<file path="config.mk">
export PLATFORM = sky130hd
export DESIGN_NAME = fifo_drain_packer
export DESIGN_NICKNAME = d
export VERILOG_FILES = /design/src/rtl/fifo_drain_packer.sv
export SDC_FILE = /design/constraint.sdc
export NUM_CORES = 1
export LEC_CHECK = 0
export CORE_AREA = 2 2 39 41
export DETAILED_ROUTE_END_ITERATION = 16
export DIE_AREA = 0 0 41 43
export DONT_BUFFER_PORTS = 1
export PLACE_DENSITY = 0.82
export SLEW_MARGIN = 20
export SYNTH_ARGS = -nofsm -noshare
export SYNTH_HDL_FRONTEND = slang
export SYNTH_SLANG_ARGS = --single-unit
</file>
<file path="constraint.sdc">
create_clock -name clk -period 3.08 [get_ports clk]
set_clock_uncertainty 0.05 [all_clocks]
set_input_delay 0.308 -clock clk [delete_from_list [all_inputs] [get_ports clk]]
set_output_delay 0.308 -clock clk [all_outputs]
set_load 0.05 [all_outputs]
</file>
<file path="src/rtl/fifo_drain_packer.sv">
// Read-side packer for a show-ahead FIFO: pops entries while filling and presents
// WORDS consecutive entries (or a flushed partial word) on a valid/ready stream.
module fifo_drain_packer #(
    parameter int unsigned DATA_WIDTH = 2,
    parameter int unsigned WORDS      = 4
) (
    input  logic                              clk,
    input  logic                              reset,
    input  logic [DATA_WIDTH-1:0]             io_fifo_dout,
    input  logic                              io_fifo_empty,
    output logic                              io_fifo_pop,
    input  logic                              io_flush,
    output logic [DATA_WIDTH*WORDS-1:0]       io_out_data,
    output logic [$clog2(WORDS+1)-1:0]        io_out_count,
    output logic                              io_out_valid,
    input  logic                              io_out_ready
);

    localparam int unsigned OUT_W = DATA_WIDTH * WORDS;
    localparam int unsigned CNT_W = $clog2(WORDS + 1);
    localparam logic [CNT_W-1:0] LAST = CNT_W'(WORDS - 1);

    typedef enum logic {FILL, HOLD} state_t;

    state_t             state, state_nxt;
    logic [CNT_W-1:0]   cnt, cnt_nxt;
    logic [CNT_W-1:0]   count, count_nxt;
    logic [OUT_W-1:0]   data, data_nxt;

    always_ff @(posedge clk) begin
        if (reset) begin
            state <= FILL;
            cnt   <= '0;
            count <= '0;
            data  <= '0;
        end else begin
            state <= state_nxt;
            cnt   <= cnt_nxt;
            count <= count_nxt;
            data  <= data_nxt;
        end
    end

    always_comb begin
        state_nxt   = state;
        cnt_nxt     = cnt;
        count_nxt   = count;
        data_nxt    = data;
        io_fifo_pop = (state == FILL) && !io_fifo_empty && !reset;

        case (state)
            FILL: begin
                if (io_fifo_pop) begin
                    for (int unsigned k = 0; k < WORDS; k++) begin
                        if (cnt == CNT_W'(k)) begin
                            data_nxt[k*DATA_WIDTH +: DATA_WIDTH] = io_fifo_dout;
                        end
                    end
                    cnt_nxt = cnt + CNT_W'(1);
                    // A flush on the popping cycle still includes the popped entry.
                    if (cnt == LAST) begin
                        count_nxt = CNT_W'(WORDS);
                        state_nxt = HOLD;
                    end else if (io_flush) begin
                        count_nxt = cnt + CNT_W'(1);
                        state_nxt = HOLD;
                    end
                end else if (io_flush && (cnt != '0)) begin
                    count_nxt = cnt;
                    state_nxt = HOLD;
                end
            end
            HOLD: begin
                if (io_out_ready) begin
                    state_nxt = FILL;
                    cnt_nxt   = '0;
                    data_nxt  = '0;
                end
            end
            default: state_nxt = FILL;
        endcase
    end

    assign io_out_valid = (state == HOLD);
    assign io_out_data  = data;
    assign io_out_count = (state == HOLD) ? count : '0;

endmodule

</file>
; Word level (Yosys, flattened, before mapping)
; Cells that the tools add are included.
[op_classes]
n_addsub = 1
multipliers = 0
n_div = 0
n_lt_le_gt_ge = 0
n_eq_ne = 10
n_shift = 0
mux = 21
n_bitwise = 1
n_reduce_logical = 14
[op_table]
columns = op, count
row1 = 3-bit 2-to-1 mux, 7
row2 = 8-bit 2-to-1 mux, 2
row3 = 8-bit case mux with 2 select lines, 1
row4 = 3-bit AND reduction, 5
row5 = 2-bit 2-to-1 mux, 4
row6 = 2-bit by 1-bit != test with 1-bit output (second input constant), 4
row7 = 3-bit by 2-bit == test with 1-bit output (second input constant), 2
row8 = 3-bit case mux with 2 select lines, 1
row9 = 1-bit 2-to-1 mux, 5
row10 = 2-bit != test (second input constant), 2
row11 = 3-bit by 1-bit adder with 3-bit output (second input constant), 1
row12 = 3-bit by 1-bit == test with 1-bit output (second input constant), 1
row13 = 1-bit logical AND, 3
row14 = 3-bit zero test, 1
row15 = 3-bit by 1-bit != test with 1-bit output (second input constant), 1
row16 = 3-bit nonzero test, 1
row17 = 1-bit zero test, 2
row18 = 1-bit case mux with 2 select lines, 1
row19 = 2-bit AND reduction, 1
row20 = 2-bit nonzero test, 1
row21 = 1-bit inverter, 1
[word_totals]
regBits = 15
latchBits = 0
mem_bits_rw = 0
romBits = 0
inputBits = 7
output_inout_bits = 13
word_cells = 54
memories = 0

; Logic depth before layout (Yosys ltp)
[depth]
ltp_word = 5
ltp_mapped = 6
ltp_nobuf = 6

; Worst setup path before layout
; OpenSTA, ideal clock, no wires.
[synth_timing]
kind = reg-to-reg
start = reg state (netlist: io_out_valid)
end = reg count[1]
setup_ps = 122
arrival_ps = 2302
required_ps = 2908
slack_ps = 606
stages_incl_launch_ff = 5
n_path_buf = 1
period_less_slack_ps = 2474
cell_sequence = dfxtp_1 > buf_2 > nor3_1 > o221ai_1 > o311a_1
[synth_via]
elab_chain_cells = 5
word_cells_on_any_way = 7
classes_between = 1 x eq/ne / 1 x mux / 1 x bitwise / 4 x reduce/logical
[synth_lines]
columns = item, line
row1 = "start, declared", 25  ; state_t state, state_nxt;
row2 = "start signal, assigned", 37  ; state <= state_nxt;
row3 = 1-bit inverter (no line) (*), n/a
row4 = 1-bit logical AND (*) (2 in a row), 49  ; io_fifo_pop = (state == FILL) && !io_fifo_empty && !reset;
row5 = net io_fifo_pop, 11  ; output logic io_fifo_pop,
row6 = 3-bit by 1-bit != test with 1-bit output (no line) / 2-bit nonzero test (equally long branches), n/a
row7 = 3-bit AND reduction (no line), n/a
row8 = "end signal, assigned", 39  ; count <= count_nxt;
row9 = "end, declared", 27  ; logic [CNT_W-1:0] count, count_nxt;
; The timed path passes the listed nets; every way through them passes the cells marked *.
; A chain may end at the register's enable or synchronous reset.

; Worst setup path in the final report
[layout_timing]
start = reg state (netlist: io_out_valid)
end = out io_fifo_pop
[layout_via]
elab_chain_cells = 3
[layout_lines]
columns = item, line
row1 = 1-bit inverter (no line), n/a
row2 = 1-bit logical AND (2 in a row), 49
row3 = "end, declared", 11
; Every way passes these cells.

==> flow_metrics.tcl <==
set metrics [dict create \
    drtPass1Iterations 4 \
    hold_buffers 0 \
    drv_slew 0 \
    core_area_um2 1380 \
    rsz0062_at_grt "no" \
    slowest_stage "nor3_2" \
    gp_congestion 0.814 \
    antenna_cells 0 \
    ctsResizeCount 0 \
    postRouteAntennaNets 0 \
    path_class "reg2out" \
    outcome "finished, final reports clean" \
    end_kind "output port" \
    grt_pass1_vias 601 \
    start_kind "flip-flop" \
    synth_fp_nets 104 \
    cts_tree "done" \
    synth_cell_type_count 27 \
    timing.fmax_mhz 498 \
    hp-class "in2reg" \
    area_growth_pct 2.98 \
    async_reset_ff_share_pct 0 \
    antenna_found_initial 0 \
    p_per_area_nw_per_um2 494 \
    reg2reg_from "io_out_valid" \
    vias_per_cell 5.99 \
    final_nets 104 \
    cts_made_buffers 3 \
    vias 641 \
    setup_tns_ns 0 \
    initial_core_util_pct 57.7 \
    min-delay-start "reset" \
    p_leak_uw 0.000290 \
    dpl_worst_slack_ns 0.942 \
    final_common_cell "dfxtp_1" \
    setup_viol 0 \
    arrival_ns 1.65 \
    cts_htree_levels 1 \
    grt_max_degree 21 \
    cp.required_ns 2.72 \
    cts_setup_buffers 0 \
    cp_max_fo 19 \
    irDropWorstVdd_v 0.000254 \
    hpwl_um 1080 \
    drt_wl_total_um 1450 \
    portBuffers 0 \
    drive_gt1_share_pct 11.0 \
    synth_edf_count 0 \
    seq_area_frac_synth_pct 37.6 \
    route.detailed.drc 0 \
    setup_ws_ns 1.07 \
    timing.critical_path.from "io_out_valid" \
    netlist_area_um2 798 \
    cpPeakStageDelay_ns 0.84 \
    io_pins 20 \
    dieArea_um2 1760 \
    synth_warnings 0 \
    worst-path-buf-inv 0 \
    num_rows 14 \
    drt_iter0_drc 22 \
    hold_violations 0 \
    grt_usage_pct 19.3 \
    path_delay_family "simple AND/OR/NAND/NOR gates" \
    period_share_pct 65.1 \
    die_x_um 41 \
    cts_root_buf "clkbuf_4" \
    clockBufferDepth 2 \
    worstPathCellList "nor3_2" \
    die_h_um 43 \
    min_period_ns 2.01 \
    postSynthAreaPerCell_um2 8.68 \
    cts.sinks 15 \
    clk_pin_slew_ns 0.10 \
    wl_per_cell_um 13.6 \
    grt_pass1_wl_um 2380 \
    synth-seq-cells 15 \
    worst_pin_slew_ns 0.926 \
    drv_cap 0 \
    synthCells 92 \
    grt.overflow.total 0 \
    clkLatencyLatePin_ns 0.28 \
    max_slew_margin_pct 38.0 \
    final_cell_mix "dfxtp_1, a21oi_1, nor2_1" \
    ys.flop_type "dfxtp_1" \
]
==> final timing paths <==
check | to | slack [ns] | cells after the start
min | io_out_valid | 0.03 | 1
max reg2reg | count[1] | 1.18 | 4
max | io_fifo_pop | 1.07 | 1
min reg2reg | count[2] | 0.43 | 2
==> cells in the mapped netlist (2+ instances only) <==
cell,instances,area (µm²)
dfxtp_1,15,300
nor2b_1,2,12.5
nand2_1,4,15.0
nor2_1,9,33.8
and2_1,3,18.8
a22oi_1,5,37.5
o21ai_0,4,20.0
buf_2,3,15.0
inv_1,7,26.3
a21oi_1,11,55.1
nor3_1,2,10.0
ha_1,5,62.6
nand3_1,8,40.0
==> sequential cells by signal, summed over array words and instances, names as in the netlist <==
signal / count
io_out_data: 8
cnt: 3
count: 3
io_out_valid: 1
==> report_power, final <==
group	leakage, µW	internal, µW	total (µW)	switching, µW
Combinational	0.000150	25.0	61.1	36.0
Sequential	0.000122	204	232	28.1
Clock	0.0000177	48.1	113	64.7
==> per-stage QoR <==
| step | cells | area [µm²] | utilization [%] | power (µW) | hold slack, ns |
|---|---|---|---|---|---|
| finish | 107 | 822 | 59.4 | 406 | 0.0261 |
| global route | 107 | 822 | 59.4 | 422 | 0.0277 |
| global placement | 103 | 793 | 57.3 | 296 | 0.329 |
| detailed placement | 103 | 793 | 57.3 | 297 | 0.332 |
| floorplan | 92 | 798 | - | 294 | 0.390 |
| CTS | 107 | 821 | 59.3 | 411 | 0.0261 |
==> cells by family after synthesis <==
group           synth area share (%)
fa+ha+maj                       7.84
compound gates                  20.8
flops                           37.6
xor+xnor                        1.10
simple gates                    25.5
buf+inv                         7.05
==> area by class of cell <==
type / instances / area (µm²)
fillers: 117 / 562
multi-input cells: 65 / 447
flip-flops and latches: 15 / 302
inverters: 7 / 26.3
clock buffers: 3 / 22.5
well taps: 16 / 20.0
clock inverters: 1 / 5.00
==> routing by layer <==
layer | share of wire (%) | global-route usage (%)
met5 | 0 | 0
met4 | 0.69 | 8.00
met3 | 3.3 | 4.71
met2 | 52 | 30.6
met1 | 44 | 23.7
Note: power is estimated with default switching activity, not from simulation.
